File: config.mk
export PLATFORM = sky130hd
export DESIGN_NAME = tick_bcd_counter_flat
export DESIGN_NICKNAME = d
export VERILOG_FILES = /design/src/rtl/tick_bcd_counter_if.sv /design/src/rtl/tick_bcd_counter.sv /design/src/flat_wrapper.sv
export SDC_FILE = /design/constraint.sdc
export NUM_CORES = 1
export LEC_CHECK = 0
export CAP_MARGIN = 10
export CELL_PAD_IN_SITES_DETAIL_PLACEMENT = 1
export CELL_PAD_IN_SITES_GLOBAL_PLACEMENT = 2
export CORE_UTILIZATION = 31
export CTS_BUF_LIST = sky130_fd_sc_hd__clkbuf_8 sky130_fd_sc_hd__clkbuf_16
export DETAILED_ROUTE_END_ITERATION = 6
export PLACE_DENSITY_LB_ADDON = 0.2
export SLEW_MARGIN = 20
export SYNTH_ARGS = -nofsm -noshare
export SYNTH_HDL_FRONTEND = slang
export SYNTH_SLANG_ARGS = --single-unit
File: constraint.sdc
create_clock -name clkin -period 2.5 [get_ports clkin]
set_input_delay 0.5 -clock clkin [delete_from_list [all_inputs] [get_ports clkin]]
set_output_delay 0.5 -clock clkin [all_outputs]
set_load 0.02 [all_outputs]
File: src/rtl/tick_bcd_counter_if.sv
// rtl/tick_bcd_counter_if.sv - tick/control inputs and BCD digit outputs of tick_bcd_counter
interface tick_bcd_counter_if;
  logic       tick_in;
  logic       en;
  logic       up;
  logic       clr;
  logic [3:0] ones;
  logic [3:0] tens;
  logic       wrap;
  logic       tick_seen;

  modport master (
    output tick_in, en, up, clr,
    input  ones, tens, wrap, tick_seen
  );

  modport slave (
    input  tick_in, en, up, clr,
    output ones, tens, wrap, tick_seen
  );
endinterface

File: src/rtl/tick_bcd_counter.sv
// rtl/tick_bcd_counter.sv - synchronised rising-edge counter with two BCD digits, modulo MODULO
module tick_bcd_counter #(
  parameter int MODULO      = 60,
  parameter int SYNC_STAGES = 2
) (
  input  logic           clkin,
  input  logic           rstn,
  tick_bcd_counter_if.slave bus
);

  localparam logic [3:0] LAST_ONES = 4'((MODULO - 1) % 10);
  localparam logic [3:0] LAST_TENS = 4'((MODULO - 1) / 10);

  logic [SYNC_STAGES-1:0] sync_q;
  logic                   hist_q;
  logic                   rise;
  logic [3:0]             ones_q, tens_q, ones_d, tens_d;
  logic                   wrap_q, wrap_d;
  logic                   seen_q;
  logic                   at_last, at_zero;

  // Edge detector runs every cycle so a disabled edge is consumed, never deferred.
  always_ff @(posedge clkin or negedge rstn) begin
    if (!rstn) begin
      sync_q <= '0;
      hist_q <= 1'b0;
    end else begin
      sync_q <= {sync_q[SYNC_STAGES-2:0], bus.tick_in};
      hist_q <= sync_q[SYNC_STAGES-1];
    end
  end

  assign rise    = sync_q[SYNC_STAGES-1] & ~hist_q;
  assign at_last = (ones_q == LAST_ONES) && (tens_q == LAST_TENS);
  assign at_zero = (ones_q == 4'd0) && (tens_q == 4'd0);

  always_comb begin
    ones_d = ones_q;
    tens_d = tens_q;
    wrap_d = 1'b0;
    if (bus.clr) begin
      ones_d = 4'd0;
      tens_d = 4'd0;
    end else if (rise && bus.en) begin
      if (bus.up) begin
        if (at_last) begin
          ones_d = 4'd0;
          tens_d = 4'd0;
          wrap_d = 1'b1;
        end else if (ones_q == 4'd9) begin
          ones_d = 4'd0;
          tens_d = tens_q + 4'd1;
        end else begin
          ones_d = ones_q + 4'd1;
        end
      end else begin
        if (at_zero) begin
          ones_d = LAST_ONES;
          tens_d = LAST_TENS;
          wrap_d = 1'b1;
        end else if (ones_q == 4'd0) begin
          ones_d = 4'd9;
          tens_d = tens_q - 4'd1;
        end else begin
          ones_d = ones_q - 4'd1;
        end
      end
    end
  end

  always_ff @(posedge clkin or negedge rstn) begin
    if (!rstn) begin
      ones_q <= 4'd0;
      tens_q <= 4'd0;
      wrap_q <= 1'b0;
      seen_q <= 1'b0;
    end else begin
      ones_q <= ones_d;
      tens_q <= tens_d;
      wrap_q <= wrap_d;
      seen_q <= rise;
    end
  end

  assign bus.ones      = ones_q;
  assign bus.tens      = tens_q;
  assign bus.wrap      = wrap_q;
  assign bus.tick_seen = seen_q;

endmodule

File: src/flat_wrapper.sv
// flat-port wrapper written by rule: the top's interface ports become plain ports
module tick_bcd_counter_flat 
#(
  parameter int MODULO      = 60,
  parameter int SYNC_STAGES = 2
)
  (clkin, rstn, bus_tick_in, bus_en, bus_up, bus_clr, bus_ones, bus_tens, bus_wrap, bus_tick_seen);
  tick_bcd_counter_if bus_i ();
  input  logic clkin;
  input  logic rstn;
  input wire logic [$bits(bus_i.tick_in)-1:0] bus_tick_in;
  input wire logic [$bits(bus_i.en)-1:0] bus_en;
  input wire logic [$bits(bus_i.up)-1:0] bus_up;
  input wire logic [$bits(bus_i.clr)-1:0] bus_clr;
  output wire logic [$bits(bus_i.ones)-1:0] bus_ones;
  output wire logic [$bits(bus_i.tens)-1:0] bus_tens;
  output wire logic [$bits(bus_i.wrap)-1:0] bus_wrap;
  output wire logic [$bits(bus_i.tick_seen)-1:0] bus_tick_seen;
  assign bus_i.tick_in = bus_tick_in;
  assign bus_i.en = bus_en;
  assign bus_i.up = bus_up;
  assign bus_i.clr = bus_clr;
  assign bus_ones = bus_i.ones;
  assign bus_tens = bus_i.tens;
  assign bus_wrap = bus_i.wrap;
  assign bus_tick_seen = bus_i.tick_seen;
  tick_bcd_counter #(.MODULO(MODULO), .SYNC_STAGES(SYNC_STAGES)) u_core (.clkin(clkin), .rstn(rstn), .bus(bus_i));
endmodule
==> results of run 1 <==
[power by group through the flow]
| stage | Combinational, mW | Sequential (mW) | Clock (mW) |
|---|---|---|---|
| global route | 0.330 | 0.298 | 0.209 |
| global placement | 0.291 | 0.294 | 0 |
| CTS | 0.299 | 0.293 | 0.199 |
| floorplan | 0.154 | 0.316 | 0 |
| detailed placement | 0.297 | 0.296 | 0 |
| finish | 0.299 | 0.294 | 0.190 |
[synthesized netlist by cell type, types with 2 or more instances]
cell type	instances	area [um2]
nand3b_1	2	15.01
o22ai_1	4	25.02
nand2_1	7	26.28
a21oi_1	5	25.02
o21ai_0	2	10.01
nor3_1	5	25.02
dfrtp_1	13	325.3
nand4_1	2	12.51
nor2b_1	4	25.02
and2_1	2	12.51
nand3_1	2	10.01
mux2i_1	3	30.03
nor2_1	3	11.26
ha_1	7	87.58
inv_1	9	33.78
a31oi_1	3	18.77
[kinds of logic after synthesis]
| family | after synthesis |
|---|---|
| buffers and inverters | 11 |
| AO/OA/AOI/OAI | 27 |
| adder cells (fa/ha/maj) | 7 |
| AND/OR/NAND/NOR | 32 |
| flip-flops | 13 |
| multiplexers | 3 |
[how the worst max path moves through the flow]
| stage | cells after the start | to |
|---|---|---|
| floorplan | 6 | u_core.bus.tens[0] |
| global placement | 6 | u_core.bus.tens[2] |
| detailed placement | 6 | u_core.bus.tens[2] |
| CTS | 7 | u_core.bus.tens[2] |
| global route | 7 | u_core.bus.tens[2] |
| finish | 7 | u_core.bus.tens[2] |
[stage by stage]
stage | area [um2] | hold slack, ns | std cells | utilization [%] | setup slack [ns]
2_1_floorplan | 865.8 | 0.2044 | 93 | - | 0.3296
3_3_place_gp | 1051 | 0.3501 | 138 | 40.94 | 0.2094
3_5_place_dp | 1051 | 0.3503 | 138 | 40.94 | 0.2001
4_1_cts | 1096 | 0.3709 | 142 | 42.69 | 0.3455
5_1_grt | 1096 | 0.3792 | 142 | 42.69 | 0.1614
6_report | 1096 | 0.3684 | 142 | 42.69 | 0.3239
[per-layer routing]
| metal | track usage [%] | up-vias | part of all wire (%) |
|---|---|---|---|
| met2 | 26.31 | 24 | 42 |
| met5 | 0 | - | 0 |
| met3 | 6.944 | 7 | 5.2 |
| met1 | 24.21 | 398 | 50 |
| met4 | 10.26 | 0 | 2.3 |
| li1 | - | 384 | - |
[flip-flops by register name, indices dropped and copies added (netlist names)]
signal                flops
u_core.bus.wrap           1
u_core.bus.tick_seen      1
u_core.bus.tens           4
u_core.sync_q             2
u_core.bus.ones           4
u_core.hist_q             1
[placed cells by master (no fill, tap or decap), types with 2 or more instances in the layout]
| cell type | count |
|---|---|
| nand3_1 | 2 |
| a31oi_1 | 3 |
| clkdlybuf4s50_1 | 15 |
| dfrtp_1 | 13 |
| nand3b_1 | 2 |
| inv_1 | 10 |
| mux2i_1 | 3 |
| o21ai_0 | 2 |
| buf_4 | 2 |
| a21oi_1 | 5 |
| nor2_1 | 3 |
| clkbuf_8 | 3 |
| o22ai_1 | 4 |
| and2_1 | 2 |
| nor3_1 | 5 |
| ha_1 | 7 |
| nor2b_1 | 4 |
| nand4_1 | 2 |
| nand2_1 | 7 |
[cell type report]
class	instances	area [um2]
fill	310	1471
clock buffer	3	41.29
clock inverter	1	3.754
inverter	9	33.78
tap	30	37.54
sequential	13	325.3
timing repair buffer	17	165.2
multi-input combinational	69	489.2
==> results_dict.tcl, run 1 <==
set metrics [dict create \
    synth_cells 93 \
    internal_power_mw 0.4875 \
    synth_compound_area_share_pct 22.25 \
    timing.slew.headroom_pct 58.08 \
    vias_per_cell 5.725 \
    diodes 0 \
    cts_tree "yes" \
    path_delay_family "compound AO/OA/AOI/OAI gates" \
    status "finished, final reports clean" \
    grtUsageTotal_pct 18.70 \
    post_cts_resized 0 \
    r2r-end "u_core.bus.tens[2]" \
    setup_viol 0 \
    slowest_stage "dfrtp_1" \
    die_height_um 54.85 \
    crit_start "u_core.bus.ones[0]" \
    start_util_pct 33.72 \
    gp_congestion 0.7626 \
    cts_setup_buffers 0 \
    core_area_um2 2567 \
    synthSimpleGateAreaFrac_pct 20.66 \
    io_buffers 15 \
    nets 126 \
    antenna_found_initial 0 \
    synthAdderAreaFrac_pct 10.12 \
    clk_pin_slew_ns 0.06 \
    worst_pin_slew_ns 0.6268 \
    cts.path.max_buffers 2 \
    ys_ff_latch 13 \
    p_clk_share_pct 24.3 \
    whs_endpoint "u_core.sync_q[1]" \
    synth_top_family_by_area "compound AO/OA/AOI/OAI gates" \
    drive_above_1_share_pct 8.036 \
    numCtsBuffers 3 \
    peakVddDrop_uv 363.1 \
    r2r_slack_ns 0.32 \
    layout_min_cycle_time_ns 2.176 \
    path_buf_inv 2 \
    arrival_ns 2.31 \
    htreeDepth 1 \
    drtIter0Drc 29 \
    drc 0 \
    synth_cell_types 36 \
    hold_start "u_core.sync_q[0]" \
    powerDensity_nw_per_um2 714.9 \
    grt_pass1_wl_um 3746 \
    crit-reg2reg-launch "u_core.bus.ones[0]" \
    cp.required_ns 2.64 \
    first_pass_iters 6 \
    drv_slew 0 \
    synth_xor_area_share_pct 0 \
    fp.dieW_um 54.85 \
    fmax_mhz 459.5 \
    final_hold_viol_count 0 \
    syn_to_final_growth_pct 26.59 \
    ctsHoldBuffers 0 \
    swShare_pct 37.78 \
    post-layout-total-power_mw 0.7836 \
    cp_cell_sequence "inv_1 -> ha_1 -> or3b_1 -> a222oi_1 -> buf_4 -> a21boi_0 -> o2bb2ai_1" \
    pwr-share-comb_pct 38.2 \
    reg2reg_depth 7 \
    overflow 0 \
    die_area_um2 3009 \
    finalCritPeriodShare_pct 87.04 \
    leakagePower_nw 0.4602 \
    cp_max_fo 9 \
    syn_nets 106 \
    muxShareOfSynthArea_pct 3.468 \
    hpwl_um 1766 \
    seq_area_frac_synth_pct 37.57 \
    hold_depth 0 \
    grt_max_degree 14 \
    io_pins 16 \
    grt_setup_unrepaired "false" \
    final.setup.tns_ns 0 \
    clkSinkCount 13 \
    drt-total-wl_um 2395 \
    seqPwrFrac_pct 37.5 \
    clock_skew_ns 0.01102 \
    vias 813 \
    ys_warn_count 0 \
    cts_root_buf "clkbuf_8" \
    ant_nets 0 \
    avgSynthCellArea_um2 9.310 \
    postSynth.asyncResetShare_pct 100.0 \
    worstSetupStartpointType "flip-flop" \
    grt_pass1_vias 756 \
    max_stage_delay_ns 0.49 \
    end_kind "flip-flop" \
    p_sw_mw 0.2961 \
    rows 18 \
    hold_path.class "flip-flop to flip-flop" \
    path_class "flip-flop to flip-flop" \
    syn-cell-area_um2 865.8 \
    avgRoutedWirePerCell_um 16.87 \
    clock_latency_ns 0.25 \
    synth_edf_count 0 \
    drv_cap 0 \
    synthFlopType "dfrtp_1" \
]
(Power assumes the default switching activity.)
==> run 2, diff against run 1 <==
--- a/config.mk
+++ b/config.mk
@@ -11,7 +11,7 @@
 export CORE_UTILIZATION = 31
 export CTS_BUF_LIST = sky130_fd_sc_hd__clkbuf_8 sky130_fd_sc_hd__clkbuf_16
 export DETAILED_ROUTE_END_ITERATION = 6
-export PLACE_DENSITY_LB_ADDON = 0.2
+export PLACE_DENSITY_LB_ADDON = 0.1
 export SLEW_MARGIN = 20
 export SYNTH_ARGS = -nofsm -noshare
 export SYNTH_HDL_FRONTEND = slang
==> run 2 against run 1 <==
Core utilization up 0.29 points; sequential power about the same; global-route usage down 0.88 points; cell count up 0.70%; flip-flop and latch count unchanged.
==> results_dict.tcl, run 2 (synthesis results as in run 1) <==
set metrics [dict create \
    drive_above_1_share_pct 8.850 \
    drtIter0Drc 10 \
    arrival_ns 2.24 \
    clock_latency_ns 0.24 \
    path_buf_inv 2 \
    cts_root_buf "clkbuf_8" \
    overflow 0 \
    cp_cell_sequence "inv_1 -> ha_1 -> or3b_1 -> a222oi_1 -> buf_4 -> a21boi_0 -> o2bb2ai_1" \
    p_sw_mw 0.2876 \
    ctsHoldBuffers 0 \
    max_stage_delay_ns 0.49 \
    antenna_found_initial 0 \
    setup_viol 0 \
    cts_setup_buffers 0 \
    final_cell_mix "clkdlybuf4s50_1, dfrtp_1, inv_1" \
    cts.path.max_buffers 2 \
    final_common_cell "clkdlybuf4s50_1" \
    fillers 309 \
    clk_pin_slew_ns 0.06 \
    drv_slew 0 \
    internal_power_mw 0.4877 \
    swShare_pct 37.09 \
    cts_tree "yes" \
    path_delay_family "compound AO/OA/AOI/OAI gates" \
    end_kind "flip-flop" \
    io_pins 16 \
    peakVddDrop_uv 328.2 \
    final_hold_viol_count 0 \
    drc 0 \
    drt-total-wl_um 2219 \
    start_util_pct 33.72 \
    grtUsageTotal_pct 17.82 \
    pwr-share-comb_pct 38.5 \
    hold_path.class "flip-flop to flip-flop" \
    avgRoutedWirePerCell_um 15.52 \
    worstSetupStartpointType "flip-flop" \
    layout_min_cycle_time_ns 2.106 \
    rows 18 \
    fin_ws_ns 0.3941 \
    nets 127 \
    die_area_um2 3009 \
    post_cts_resized 0 \
    hpwl_um 1690 \
    grt_pass1_wl_um 3774 \
    io_buffers 15 \
    syn_to_final_growth_pct 27.46 \
    leakagePower_nw 0.4650 \
    slowest_stage "dfrtp_1" \
    dp_slack_ns 0.2536 \
    vias_per_cell 5.510 \
    gp_congestion 0.7887 \
    numCtsBuffers 3 \
    cp.required_ns 2.63 \
    ant_nets 0 \
    grt_setup_unrepaired "false" \
    die_height_um 54.85 \
    finalCritPeriodShare_pct 84.24 \
    fmax_mhz 474.9 \
    grt_pass1_vias 760 \
    path_class "flip-flop to flip-flop" \
    final.setup.tns_ns 0 \
    vias 788 \
    status "finished, final reports clean" \
    seqPwrFrac_pct 37.7 \
    clock_skew_ns 0.006171 \
    clkSinkCount 13 \
    htreeDepth 1 \
    first_pass_iters 4 \
    p_clk_share_pct 23.8 \
    fp.dieW_um 54.85 \
    timing.slew.headroom_pct 57.84 \
    cp_max_fo 9 \
    diodes 0 \
    r2r_slack_ns 0.39 \
    core_area_um2 2567 \
    worst_pin_slew_ns 0.6304 \
    drv_cap 0 \
    powerDensity_nw_per_um2 702.5 \
    grt_max_degree 14 \
]
==> run 2: cell count changes in the layout (fill, tap and decap cells not counted) <==
cell / change
buf_4: +1
==> run 2: worst paths after layout <==
kind,from,to,cells after the start
setup / recovery,u_core.bus.ones[0],u_core.bus.tens[2],7
hold / removal,u_core.sync_q[0],u_core.sync_q[1],0
setup reg to reg,u_core.bus.ones[0],u_core.bus.tens[2],7
hold reg to reg,u_core.sync_q[0],u_core.sync_q[1],0
max in group asynchronous,rstn,u_core.bus.wrap,1
min in group asynchronous,rstn,u_core.bus.ones[2],1
==> run 2: stage by stage <==
step	hold slack, ns	power [mW]	utilization, %	area [um2]	cells
2_1_floorplan	0.2044	0.4694	-	865.8	93
3_3_place_gp	0.3464	0.5927	41.23	1059	139
3_5_place_dp	0.3386	0.5936	41.23	1059	139
4_1_cts	0.3607	0.7840	42.98	1104	143
5_1_grt	0.3635	0.8363	42.98	1104	143
6_report	0.3548	0.7752	42.98	1104	143
==> run 2: area by class of cell <==
class                   count  area (um2)  area share [%]
clock buffers               3       41.29           3.741
flip-flops and latches     13       325.3           29.48
multi-input cells          69       489.2           44.33
well taps                  30       37.54           3.401
repair buffers             18       172.7           15.65
inverters                   9       33.78           3.061
clock inverters             1       3.754          0.3401
==> run 2: routing by layer <==
layer / up-vias / wire [um] / GRT usage (%) / part of all wire, %
li1: 384 / - / - / -
met1: 384 / 1137 / 24.79 / 51
met2: 18 / 965 / 26.91 / 43
met3: 2 / 109 / 5.833 / 4.9
met4: 0 / 8 / 2.564 / 0.36
met5: - / 0 / 0 / 0
==> run 2: power by group through the flow <==
| stage | combinational, mW | clock [mW] | sequential [mW] |
|---|---|---|---|
| 2_1_floorplan | 0.154 | 0 | 0.316 |
| 3_3_place_gp | 0.298 | 0 | 0.295 |
| 3_5_place_dp | 0.298 | 0 | 0.296 |
| 4_1_cts | 0.299 | 0.193 | 0.292 |
| 5_1_grt | 0.333 | 0.202 | 0.301 |
| 6_report | 0.299 | 0.184 | 0.292 |
==> run 3, diff against run 2 <==
==> constraint.sdc (replaced) <==
create_clock -name clkin -period 2.1 [get_ports clkin]
set_input_delay 0.42 -clock clkin [delete_from_list [all_inputs] [get_ports clkin]]
set_output_delay 0.42 -clock clkin [all_outputs]
set_load 0.02 [all_outputs]
==> run 3 against run 2 <==
Clock skew shrank 0.0039 ns; routed wire length grew 0.77%; power grew 21%; setup slack worse by 0.22 ns; combinational power rose by 24%; critical path depth did not move.
==> results_dict.tcl, run 3 (synthesis results as in run 1) <==
set metrics [dict create \
    ant_nets 0 \
    core_area_um2 2567 \
    grtUsageTotal_pct 18.36 \
    use_met2_pct 29.72 \
    cts.path.max_buffers 2 \
    arrival_ns 2.06 \
    vias_per_cell 5.295 \
    cp.required_ns 2.23 \
    path_delay_family "compound AO/OA/AOI/OAI gates" \
    cp_max_fo 7 \
    grt_pass1_vias 804 \
    peakVddDrop_uv 500.0 \
    cp_cell_sequence "inv_1 -> ha_4 -> or3b_1 -> a222oi_1 -> buf_4 -> a21boi_1 -> o2bb2ai_1" \
    crit-reg2reg-launch "u_core.bus.ones[1]" \
    final_hold_viol_count 0 \
    slowest_stage "dfrtp_2" \
    drt-total-wl_um 2236 \
    die_area_um2 3009 \
    drive_above_1_share_pct 15.97 \
    clock_latency_ns 0.25 \
    hpwl_um 1706 \
    internal_power_mw 0.5944 \
    status "finished, final reports clean" \
    final_common_cell "clkdlybuf4s50_1" \
    seqPwrFrac_pct 37.0 \
    drtIter0Drc 8 \
    syn_to_final_growth_pct 34.39 \
    grt_setup_unrepaired "false" \
    avgRoutedWirePerCell_um 15.01 \
    io_buffers 15 \
    worst_pin_slew_ns 0.5930 \
    cts_root_buf "clkbuf_8" \
    grt_max_degree 14 \
    timing.slew.headroom_pct 60.34 \
    first_pass_iters 4 \
    clkSinkCount 13 \
    grt_pass1_wl_um 3774 \
    hold_path.class "flip-flop to flip-flop" \
    dpl.cell_count 143 \
    final_util_pct 45.32 \
    fin_area_um2 1164 \
    vias 789 \
    drv_cap 0 \
    hold_depth 0 \
    p_sw_mw 0.3456 \
    drv_slew 0 \
    powerDensity_nw_per_um2 807.9 \
    final.setup.tns_ns 0 \
    clock_skew_ns 0.002234 \
    p_clk_share_pct 23.6 \
    r2r-end "u_core.bus.tens[2]" \
    reg2reg_depth 7 \
    htreeDepth 1 \
    hold_start "u_core.sync_q[0]" \
    drc 0 \
    finalCritPeriodShare_pct 91.89 \
    worstSetupStartpointType "flip-flop" \
    grt.busiest_layer "met2" \
    gp_congestion 0.7631 \
    use_met3_pct 5.278 \
    io_pins 16 \
    layout_min_cycle_time_ns 1.930 \
    numCtsBuffers 3 \
    die_height_um 54.85 \
    path_buf_inv 2 \
    grt_use_met1_pct 22.39 \
    start_util_pct 33.72 \
    swShare_pct 36.77 \
    max_stage_delay_ns 0.45 \
    placedInstanceArea_um2 1091 \
    pwr-share-comb_pct 39.3 \
    fmax_mhz 518.2 \
    diodes 0 \
    overflow 0 \
    path_class "flip-flop to flip-flop" \
    instances_no_fill 149 \
    clk_pin_slew_ns 0.06 \
    leakagePower_nw 0.4935 \
    antenna_found_initial 0 \
    whs_endpoint "u_core.sync_q[1]" \
    r2r_slack_ns 0.17 \
    cts_tree "yes" \
    nets 133 \
    setup_viol 0 \
    final_cell_mix "clkdlybuf4s50_1, dfrtp_1, inv_1" \
    rows 18 \
    fp.dieW_um 54.85 \
    end_kind "flip-flop" \
]
==> run 3: layout make-up <==
cell class	instances	area, um2
clock buffers	3	41.29
multi-input cells	69	501.7
clock inverters	1	3.754
repair buffers	24	217.7
flip-flops and latches	13	327.8
fillers	317	1404
well taps	30	37.54
inverters	9	33.78
==> run 3: worst max path at each step <==
stage,start,end,cells past startpoint
final,u_core.bus.ones[1],u_core.bus.tens[2],7
after global routing,u_core.bus.ones[1],u_core.bus.tens[2],7
after CTS,u_core.bus.ones[1],u_core.bus.tens[2],7
after detailed placement,bus_up,u_core.bus.tens[2],6
after global placement,bus_clr,u_core.bus.tens[2],6
after floorplan,u_core.bus.ones[0],u_core.bus.tens[0],6
==> run 3: power groups by stage <==
stage               logic, mW  clock network (mW)  registers [mW]
CTS                     0.362               0.229           0.347
finish                  0.370               0.222           0.348
global route            0.409               0.242           0.357
floorplan               0.183                   0           0.377
global placement        0.364                   0           0.351
detailed placement      0.359                   0           0.351
==> run 3: through the flow <==
step           setup WS [ns]  power (mW)  hold slack, ns
6_report              0.1703      0.9400          0.3581
4_1_cts              0.09159      0.9384          0.3596
5_1_grt              0.02723       1.009          0.3811
2_1_floorplan        0.01227      0.5597          0.1244
3_5_place_dp         0.04623      0.7107          0.3396
3_3_place_gp         0.06960      0.7146          0.3369
==> run 3: what timing repair did <==
| action | 4_1_cts | 5_1_grt |
|---|---|---|
| setup buffers | 0 | 2 |
| endpoints found under the setup margin | 0 | 1 |
| hold buffers | 0 | 0 |
| gates resized for setup | 0 | 3 |
==> run 3: per-layer routing <==
| layer | up-vias | wire length (um) |
|---|---|---|
| met5 | - | 0 |
| met4 | 0 | 35 |
| met3 | 5 | 76 |
| met2 | 13 | 1032 |
| met1 | 375 | 1091 |
| li1 | 396 | - |
